[config.mk]
export PLATFORM = sky130hd
export DESIGN_NAME = range_unpack
export DESIGN_NICKNAME = d
export VERILOG_FILES = /design/src/rtl/range_pkg.sv /design/src/rtl/range_unpack.sv
export SDC_FILE = /design/constraint.sdc
export NUM_CORES = 1
export LEC_CHECK = 0
export BUFFER_PORTS_ARGS = -buffer_cell sky130_fd_sc_hd__buf_2
export CAP_MARGIN = 20
export CORE_UTILIZATION = 50
export CTS_BUF_LIST = sky130_fd_sc_hd__clkbuf_4
export CTS_CLUSTER_DIAMETER = 60
export DETAILED_ROUTE_END_ITERATION = 10
export GPL_TIMING_DRIVEN = 1
export HOLD_SLACK_MARGIN = 0.05
export PLACE_DENSITY = 0.79
export SYNTH_ARGS = -nofsm -noshare
export SYNTH_HDL_FRONTEND = slang
export SYNTH_SLANG_ARGS = --single-unit
[constraint.sdc]
create_clock -name clk -period 1.71 [get_ports clk]
set_input_delay 0.171 -clock clk [delete_from_list [all_inputs] [get_ports clk]]
set_output_delay 0.171 -clock clk [all_outputs]
set_load 0.05 [all_outputs]
[src/rtl/range_pkg.sv]
// range_pkg: shared definitions for the range sample datapath width adapters.
//   RANGE_W / RANGE_NCH : default chunk width and chunks per wide word
//   range_unpack_state_t: FSM state encoding for range_unpack
//   len_clamp()         : maps a raw chunk count onto 1..nch (0 or >nch -> nch)
package range_pkg;

  localparam int RANGE_W   = 4;
  localparam int RANGE_NCH = 3;

  typedef enum logic {
    IDLE = 1'b0,
    SEND = 1'b1
  } range_unpack_state_t;

  // A zero length means "full word"; oversize lengths saturate at nch.
  function automatic int len_clamp(input int len, input int nch);
    if (len <= 0 || len > nch) begin
      return nch;
    end
    return len;
  endfunction

endpackage

[src/rtl/range_unpack.sv]
// range_unpack: wide-to-narrow width adapter.
// Takes one WI-bit word (NCH chunks of W bits) on a valid/ready handshake and
// replays its chunks least-significant first on a W-bit valid/ready stream,
// flagging the final chunk. A new word can be loaded on the same cycle the
// last chunk of the previous one is accepted, so streaming has no bubbles.
// Ports:
//   clk      : clock, rising edge
//   rst      : asynchronous active-low reset
//   in_vld   : wide word valid
//   in_rdy   : block accepts a word this cycle (comb from out_rdy)
//   in_data  : wide word, chunk k = in_data[k*W +: W]
//   in_len   : chunks to emit, 0 -> NCH, >NCH clamps to NCH
//   out_vld  : chunk valid
//   out_rdy  : consumer accepts the chunk
//   out_data : current chunk, 0 when out_vld is low
//   out_last : current chunk is the final one of the word
//   busy     : a word is held and not yet fully emitted
module range_unpack
  import range_pkg::*;
#(
  parameter  int W   = RANGE_W,
  parameter  int NCH = RANGE_NCH,
  localparam int WI  = W * NCH,
  localparam int LW  = $clog2(NCH + 1)
) (
  input  logic          clk,
  input  logic          rst,
  input  logic          in_vld,
  output logic          in_rdy,
  input  logic [WI-1:0] in_data,
  input  logic [LW-1:0] in_len,
  output logic          out_vld,
  input  logic          out_rdy,
  output logic [W-1:0]  out_data,
  output logic          out_last,
  output logic          busy
);

  range_unpack_state_t state_reg, state_next;
  logic [WI-1:0] hold_reg, hold_next;
  logic [LW-1:0] rem_reg, rem_next;
  // Held low through reset and for the release edge so in_rdy stays 0 until
  // the first full cycle after reset deasserts.
  logic          ready_en_reg;

  logic          accept;
  logic          is_last;
  logic [LW-1:0] len_c;

  assign len_c    = LW'(len_clamp(int'(in_len), NCH));
  assign is_last  = (rem_reg == LW'(1));

  assign out_vld  = (state_reg == SEND);
  assign out_data = out_vld ? hold_reg[W-1:0] : '0;
  assign out_last = out_vld && is_last;
  assign busy     = (state_reg == SEND);

  // Only combinational path through the block: out_rdy -> in_rdy.
  assign in_rdy   = ready_en_reg &&
                    ((state_reg == IDLE) || (out_vld && out_rdy && out_last));
  assign accept   = in_vld && in_rdy;

  always_comb begin
    state_next = state_reg;
    hold_next  = hold_reg;
    rem_next   = rem_reg;
    case (state_reg)
      IDLE: begin
        if (accept) begin
          hold_next  = in_data;
          rem_next   = len_c;
          state_next = SEND;
        end
      end
      SEND: begin
        if (out_rdy) begin
          if (is_last) begin
            if (accept) begin
              hold_next = in_data;
              rem_next  = len_c;
            end else begin
              state_next = IDLE;
            end
          end else begin
            hold_next = hold_reg >> W;
            rem_next  = rem_reg - LW'(1);
          end
        end
      end
      default: state_next = IDLE;
    endcase
  end

  always_ff @(posedge clk or negedge rst) begin
    if (!rst) begin
      state_reg    <= IDLE;
      hold_reg     <= '0;
      rem_reg      <= '0;
      ready_en_reg <= 1'b0;
    end else begin
      state_reg    <= state_next;
      hold_reg     <= hold_next;
      rem_reg      <= rem_next;
      ready_en_reg <= 1'b1;
    end
  end

endmodule
==> results.sh, run 1 <==
export IMPL_place_inst=115
export IMPL_drive_gt1_share_pct=34.3
export IMPL_overflow=0
export IMPL_r2r_cells=5
export IMPL_dieArea_mm2=0.00171
export IMPL_period_share_pct=94.8
export IMPL_seq_area_frac_synth_pct=51.9
export IMPL_n_antenna_cell=0
export IMPL_p_sw_uw=908
export IMPL_required_ps=1880
export IMPL_slowest_stage="dfrtp_1"
export IMPL_max_freq_mhz=617
export IMPL_crit_type="register to register"
export IMPL_post_cts_buffers=0
export IMPL_rr_startpoint="rem_reg[1]$_DFFE_PN0P_"
export IMPL_initial_core_util_pct=56.5
export IMPL_critPathBufInv=1
export IMPL_clock_root_buffer="clkbuf_4"
export IMPL_worst_path_stages=5
export IMPL_synth_top_area_cell="dfrtp_1"
export IMPL_ys_seq_elements=16
export IMPL_status="completed"
export IMPL_largest_reg_flops=12
export IMPL_cts_buffer_depth=2
export IMPL_wl_mm=1.59
export IMPL_num_vias=651
export IMPL_crit_arrival_ps=1790
export IMPL_cts_sinks=16
export IMPL_die_w_um=41.3
export IMPL_max_cap_violations=0
export IMPL_crit_path_frequent_cell="mux2_2"
export IMPL_synth_fp_nets=93
export IMPL_power_density_mw_per_mm2=1960
export IMPL_grt_pass1_vias=535
export IMPL_syn_area_um2=772
export IMPL_cp_slowest_stage_delay_ps=380
export IMPL_final_cells=120
export IMPL_port_buffers=25
export IMPL_crit_start="rem_reg[1]$_DFFE_PN0P_"
export IMPL_intPower_uw=986
export IMPL_netSwitchingFraction_pct=47.9
export IMPL_yosys_top_cells_area="dfrtp_1 (52%), o32ai_1 (7.9%), inv_1 (5.3%)"
export IMPL_hp_start="in_data[11]"
export IMPL_htreeDepth=1
export IMPL_design_core_area_mm2=0.00137
export IMPL_ir_drop_v=0.000872
export IMPL_grt_total_usage_pct=20.8
export IMPL_skew_ps=2.12
export IMPL_pwr_share_seq_pct=32.4
export IMPL_avgViaCountPerCell=5.43
export IMPL_hold_class="primary input to register"
export IMPL_rsz0062_at_grt="yes"
export IMPL_yosysWarnings=0
export IMPL_tns_ps=0
export IMPL_final_cell_mix="buf_2 (24), dfrtp_1 (16), inv_1 (11)"
export IMPL_synth_top_cell_area_share_pct=51.9
export IMPL_power_leakage_nw=0.499
export IMPL_final_common_cell="buf_2"
export IMPL_first_pass_iters=4
export IMPL_cts_tree="yes"
export IMPL_grt_antenna_before_repair=0
export IMPL_crit_chain="inv_1 > ha_1 > nor2b_1 > mux2_2 > mux2_2"
export IMPL_clkPwrFrac_pct=10.7
export IMPL_drc=0
export IMPL_row_count=13
export IMPL_fin_crit_ps=1620
export IMPL_ioPinCount=26
export IMPL_place_congestion=0.800
export IMPL_finalSetupViolCount=0
export IMPL_clkLatencyLatePin_ps=280
export IMPL_drtIter0Drc=15
export IMPL_p_comb_share_pct=56.8
export IMPL_start_kind="register"
export IMPL_grt_pass1_wl_mm=2.30
export IMPL_netlist_instances=74
export IMPL_synth_cell_types=21
export IMPL_worstPathMaxFanout=5
export IMPL_nets=125
export IMPL_postRouteAntennaNets=0
export IMPL_routedWlPerCell_um=13.3
export IMPL_syn_to_final_growth_pct=25.0
export IMPL_die_h_um=41.3
export IMPL_end_kind="register"
export IMPL_grt_max_degree=17
export IMPL_min_path_cells=2
export IMPL_drv_slew=0
export IMPL_post_dp_hpwl_mm=1.08
export IMPL_avgSynthCellArea_um2=10.4
export IMPL_cts_buffers_inserted=3
export IMPL_clk_pin_slew_ps=100
export IMPL_finalHoldViolations=0
export IMPL_path_delay_family="multiplexers"
==> through the flow <==
stage | cell area [um2] | util [%] | hold slack [ps] | power, mW | worst slack (ps)
after detailed placement | 926 | 67.8 | 97.4 | 1.70 | 112
after floorplan | 774 | - | -125 | 1.45 | -24.1
after global routing | 965 | 70.6 | 102 | 2.05 | -7.65
final | 965 | 70.6 | 109 | 1.89 | 88.2
after global placement | 926 | 67.8 | 98.0 | 1.67 | 162
after CTS | 962 | 70.4 | 105 | 1.90 | 77.7
==> power groups by stage <==
stage / combinational (mW) / clock [mW] / sequential [mW]
finish: 1.08 / 0.203 / 0.614
global route: 1.19 / 0.221 / 0.639
CTS: 1.08 / 0.207 / 0.615
floorplan: 0.815 / 0 / 0.638
global placement: 1.06 / 0 / 0.617
detailed placement: 1.07 / 0 / 0.622
==> synthesized netlist by cell type <==
library cell and number:
ha_1 1, a21boi_4 1, o22ai_1 2, a221oi_1 2, nor2b_1 4, nand2_1 2
nand2b_1 2, o32ai_1 7, mux2i_1 1, nor2_1 5, mux2_2 2, nor3_1 1
inv_1 11, a22o_1 3, and2_1 2, buf_4 2, dfrtp_1 16, nor2_2 1
a21oi_1 7, nand3b_1 1, conb_1 1
==> worst register-to-register path, cell delays in order (launching register included) <==
cell	delay, ps
dfrtp_1	380
inv_1	50
ha_1	240
nor2b_1	230
mux2_2	360
mux2_2	250
==> what timing repair did <==
action	CTS	global route
resized for setup	0	1
setup endpoints to repair	0	2
hold buffers	1	0
endpoints found under the hold margin	16	0
==> worst paths after layout <==
path	to	slack, ps
max reg2reg	hold_reg[7]$_DFFE_PN0P_	90
min reg2reg	hold_reg[9]$_DFFE_PN0P_	510
min in group asynchronous	busy$_DFF_PN0_	320
max in group asynchronous	hold_reg[10]$_DFFE_PN0P_	1130
min	hold_reg[11]$_DFFE_PN0P_	110
max	hold_reg[7]$_DFFE_PN0P_	90
==> per-layer routing <==
metal,vias up,part of all wire [%],wire length [um],GRT usage [%]
li1,323,-,-,-
met1,307,47,752,28.4
met2,19,48,771,34.8
met3,2,3.7,59,3.19
met4,0,0.38,6,4.84
met5,-,0,0,0
==> cell families (layout without fill, tap and decap cells) <==
family	count (synthesis)	in the layout	synth area share (%)
DFF	16	16	51.9
AOI/OAI and AO/OA	22	22	22.2
adders and majority gates	1	1	1.62
muxes	3	3	4.21
and+or+nand+nor	18	18	12.3
buffers and inverters	13	44	7.29
other	1	1	0.486
==> final cells by class <==
class | instances | area [um2]
fill | 106 | 402
timing repair buffer | 29 | 160
inverter | 11 | 41.3
clock buffer | 3 | 22.5
multi-input combinational | 45 | 318
sequential | 16 | 400
tap | 15 | 18.8
clock inverter | 1 | 3.75
Power figures use the tool's default switching activity.
==> run 2, diff against run 1 <==
--- a/config.mk
+++ b/config.mk
@@ -13,7 +13,7 @@
 export DETAILED_ROUTE_END_ITERATION = 10
 export GPL_TIMING_DRIVEN = 1
 export HOLD_SLACK_MARGIN = 0.05
-export PLACE_DENSITY = 0.79
+export PLACE_DENSITY = 0.77
 export SYNTH_ARGS = -nofsm -noshare
 export SYNTH_HDL_FRONTEND = slang
 export SYNTH_SLANG_ARGS = --single-unit
==> run 2 against run 1 <==
Clock-buffer cell count is the same. Combinational power rose by 10%. Setup slack lost 17 ps. Critical path type is now register to output port. Register-to-register slack about the same. Final cell count increased by 2.5%. Largest cell class unchanged. Highest routed layer unchanged.
==> results.sh, run 2 (synthesized netlist as in run 1, its figures left out) <==
export IMPL_status="completed"
export IMPL_grt_busiest_layer="met2"
export IMPL_first_pass_iters=4
export IMPL_path_delay_family="flip-flops"
export IMPL_design_core_area_mm2=0.00137
export IMPL_post_dp_hpwl_mm=1.23
export IMPL_avgViaCountPerCell=5.46
export IMPL_place_inst=116
export IMPL_ioPinCount=26
export IMPL_crit_start="rem_reg[0]$_DFFE_PN0P_"
export IMPL_drtIter0Drc=10
export IMPL_drive_gt1_share_pct=38.0
export IMPL_finalSetupViolCount=0
export IMPL_required_ps=1540
export IMPL_dieArea_mm2=0.00171
export IMPL_final_common_cell="buf_2"
export IMPL_largest_reg_flops=12
export IMPL_nets=128
export IMPL_tns_ps=0
export IMPL_power_leakage_nw=0.516
export IMPL_postRouteAntennaNets=0
export IMPL_endpoint="in_rdy"
export IMPL_fin_crit_ps=1640
export IMPL_skew_ps=2.75
export IMPL_fillCellCount=112
export IMPL_cts_tree="yes"
export IMPL_hold_class="primary input to register"
export IMPL_worstPathMaxFanout=4
export IMPL_grt_total_usage_pct=24.1
export IMPL_r2r_end="hold_reg[7]$_DFFE_PN0P_"
export IMPL_end_kind="output port"
export IMPL_p_total_mw=2.00
export IMPL_use_met1_pct=29.1
export IMPL_grt_pass1_vias=641
export IMPL_final_cell_mix="buf_2 (24), dfrtp_1 (16), inv_1 (11)"
export IMPL_critPathBufInv=2
export IMPL_period_share_pct=95.9
export IMPL_rr_startpoint="rem_reg[0]$_DFFE_PN0P_"
export IMPL_grt_max_degree=17
export IMPL_placed_area_um2=933
export IMPL_cp_slowest_stage_delay_ps=410
export IMPL_grt_antenna_before_repair=0
export IMPL_clk_pin_slew_ps=100
export IMPL_die_w_um=41.3
export IMPL_crit_chain="ha_2 > buf_4 > a21boi_4 > nor2b_2 > buf_6"
export IMPL_r2r_setup_slack_ps=100
export IMPL_n_antenna_cell=0
export IMPL_num_vias=671
export IMPL_drc=0
export IMPL_ir_drop_v=0.00116
export IMPL_r2r_cells=4
export IMPL_worst_path_stages=5
export IMPL_fin_area_um2=1000
export IMPL_place_congestion=0.841
export IMPL_layout_area_seq_um2=400
export IMPL_crit_arrival_ps=1470
export IMPL_crit_type="register to output port"
export IMPL_clkLatencyLatePin_ps=280
export IMPL_use_met2_pct=41.4
export IMPL_htreeDepth=1
export IMPL_grt_pass1_wl_mm=2.62
export IMPL_drv_slew=0
export IMPL_rsz0062_at_grt="no"
export IMPL_port_buffers=25
export IMPL_max_freq_mhz=610
export IMPL_syn_to_final_growth_pct=29.5
export IMPL_final_cells=123
export IMPL_max_cap_violations=0
export IMPL_slowest_stage="dfrtp_1"
export IMPL_use_met3_pct=5.32
export IMPL_start_kind="register"
export IMPL_cts_buffer_depth=2
export IMPL_die_h_um=41.3
export IMPL_overflow=0
export IMPL_finalHoldViolations=0
export IMPL_initial_core_util_pct=56.5
export IMPL_routedWlPerCell_um=14.2
export IMPL_power_density_mw_per_mm2=2000
export IMPL_cts_sinks=16
export IMPL_row_count=13
export IMPL_cts_buffers_inserted=3
export IMPL_clock_root_buffer="clkbuf_4"
export IMPL_final_util_pct=73.2
export IMPL_multiInputGateArea_um2=327
export IMPL_wl_mm=1.75
-- run 2: cell types whose count changed in the layout (fill, tap and decap cells not counted), sizes merged --
cell / before / now
clkbuf: 4 / 3
buf: 27 / 31
-- run 2: how the worst min path moves through the flow --
| stage | start | endpoint | slack [ps] | cells after the start |
|---|---|---|---|---|
| after floorplan | rst | busy$_DFF_PN0_ | -120 | 0 |
| after global placement | rst | busy$_DFF_PN0_ | 100 | 1 |
| after detailed placement | rst | hold_reg[3]$_DFFE_PN0P_ | 100 | 1 |
| after CTS | in_data[8] | hold_reg[8]$_DFFE_PN0P_ | 100 | 3 |
| after global routing | in_data[11] | hold_reg[11]$_DFFE_PN0P_ | 110 | 2 |
| final | in_data[9] | hold_reg[9]$_DFFE_PN0P_ | 110 | 2 |
-- run 2: layout make-up --
| type | instances | share of cell area (%) |
|---|---|---|
| Clock inverter | 1 | 0.375 |
| Multi-Input combinational cell | 45 | 32.7 |
| Tap cell | 15 | 1.88 |
| Inverter | 11 | 4.13 |
| Sequential cell | 16 | 40.1 |
| Clock buffer | 3 | 2.25 |
| Timing Repair Buffer | 32 | 18.6 |
-- run 2: report_power, final --
| group | internal (mW) | switching (mW) | leakage (nW) |
|---|---|---|---|
| Clock | 0.0847 | 0.119 | 0.0154 |
| Sequential | 0.532 | 0.0760 | 0.189 |
| Combinational | 0.425 | 0.761 | 0.312 |
-- run 2: repair_timing --
item | 4_1_cts | 5_1_grt
hold endpoints to repair | 16 | 0
endpoints found under the setup margin | 0 | 9
hold buffers | 1 | 0
resized for setup | 0 | 5
setup buffers | 0 | 2
-- run 2: worst register-to-register path, stage by stage (launching register included) --
cell and delay [ps]:
dfrtp_1 410, ha_2 200, nor2b_1 250, mux2_2 380, mux2_2 260
-- run 2: per-layer routing --
metal  part of all wire (%)  vias to the layer above
met5                      0                        -
met2                     52                       20
met3                    3.7                        2
met4                   0.29                        0
li1                       -                      329
met1                     44                      320
-- run 2: through the flow --
step	worst slack (ps)	hold WS (ps)
finish	71.0	106
CTS	5.10	102
global route	1.55	108
global placement	200	97.7
detailed placement	45.4	101
floorplan	-24.1	-125
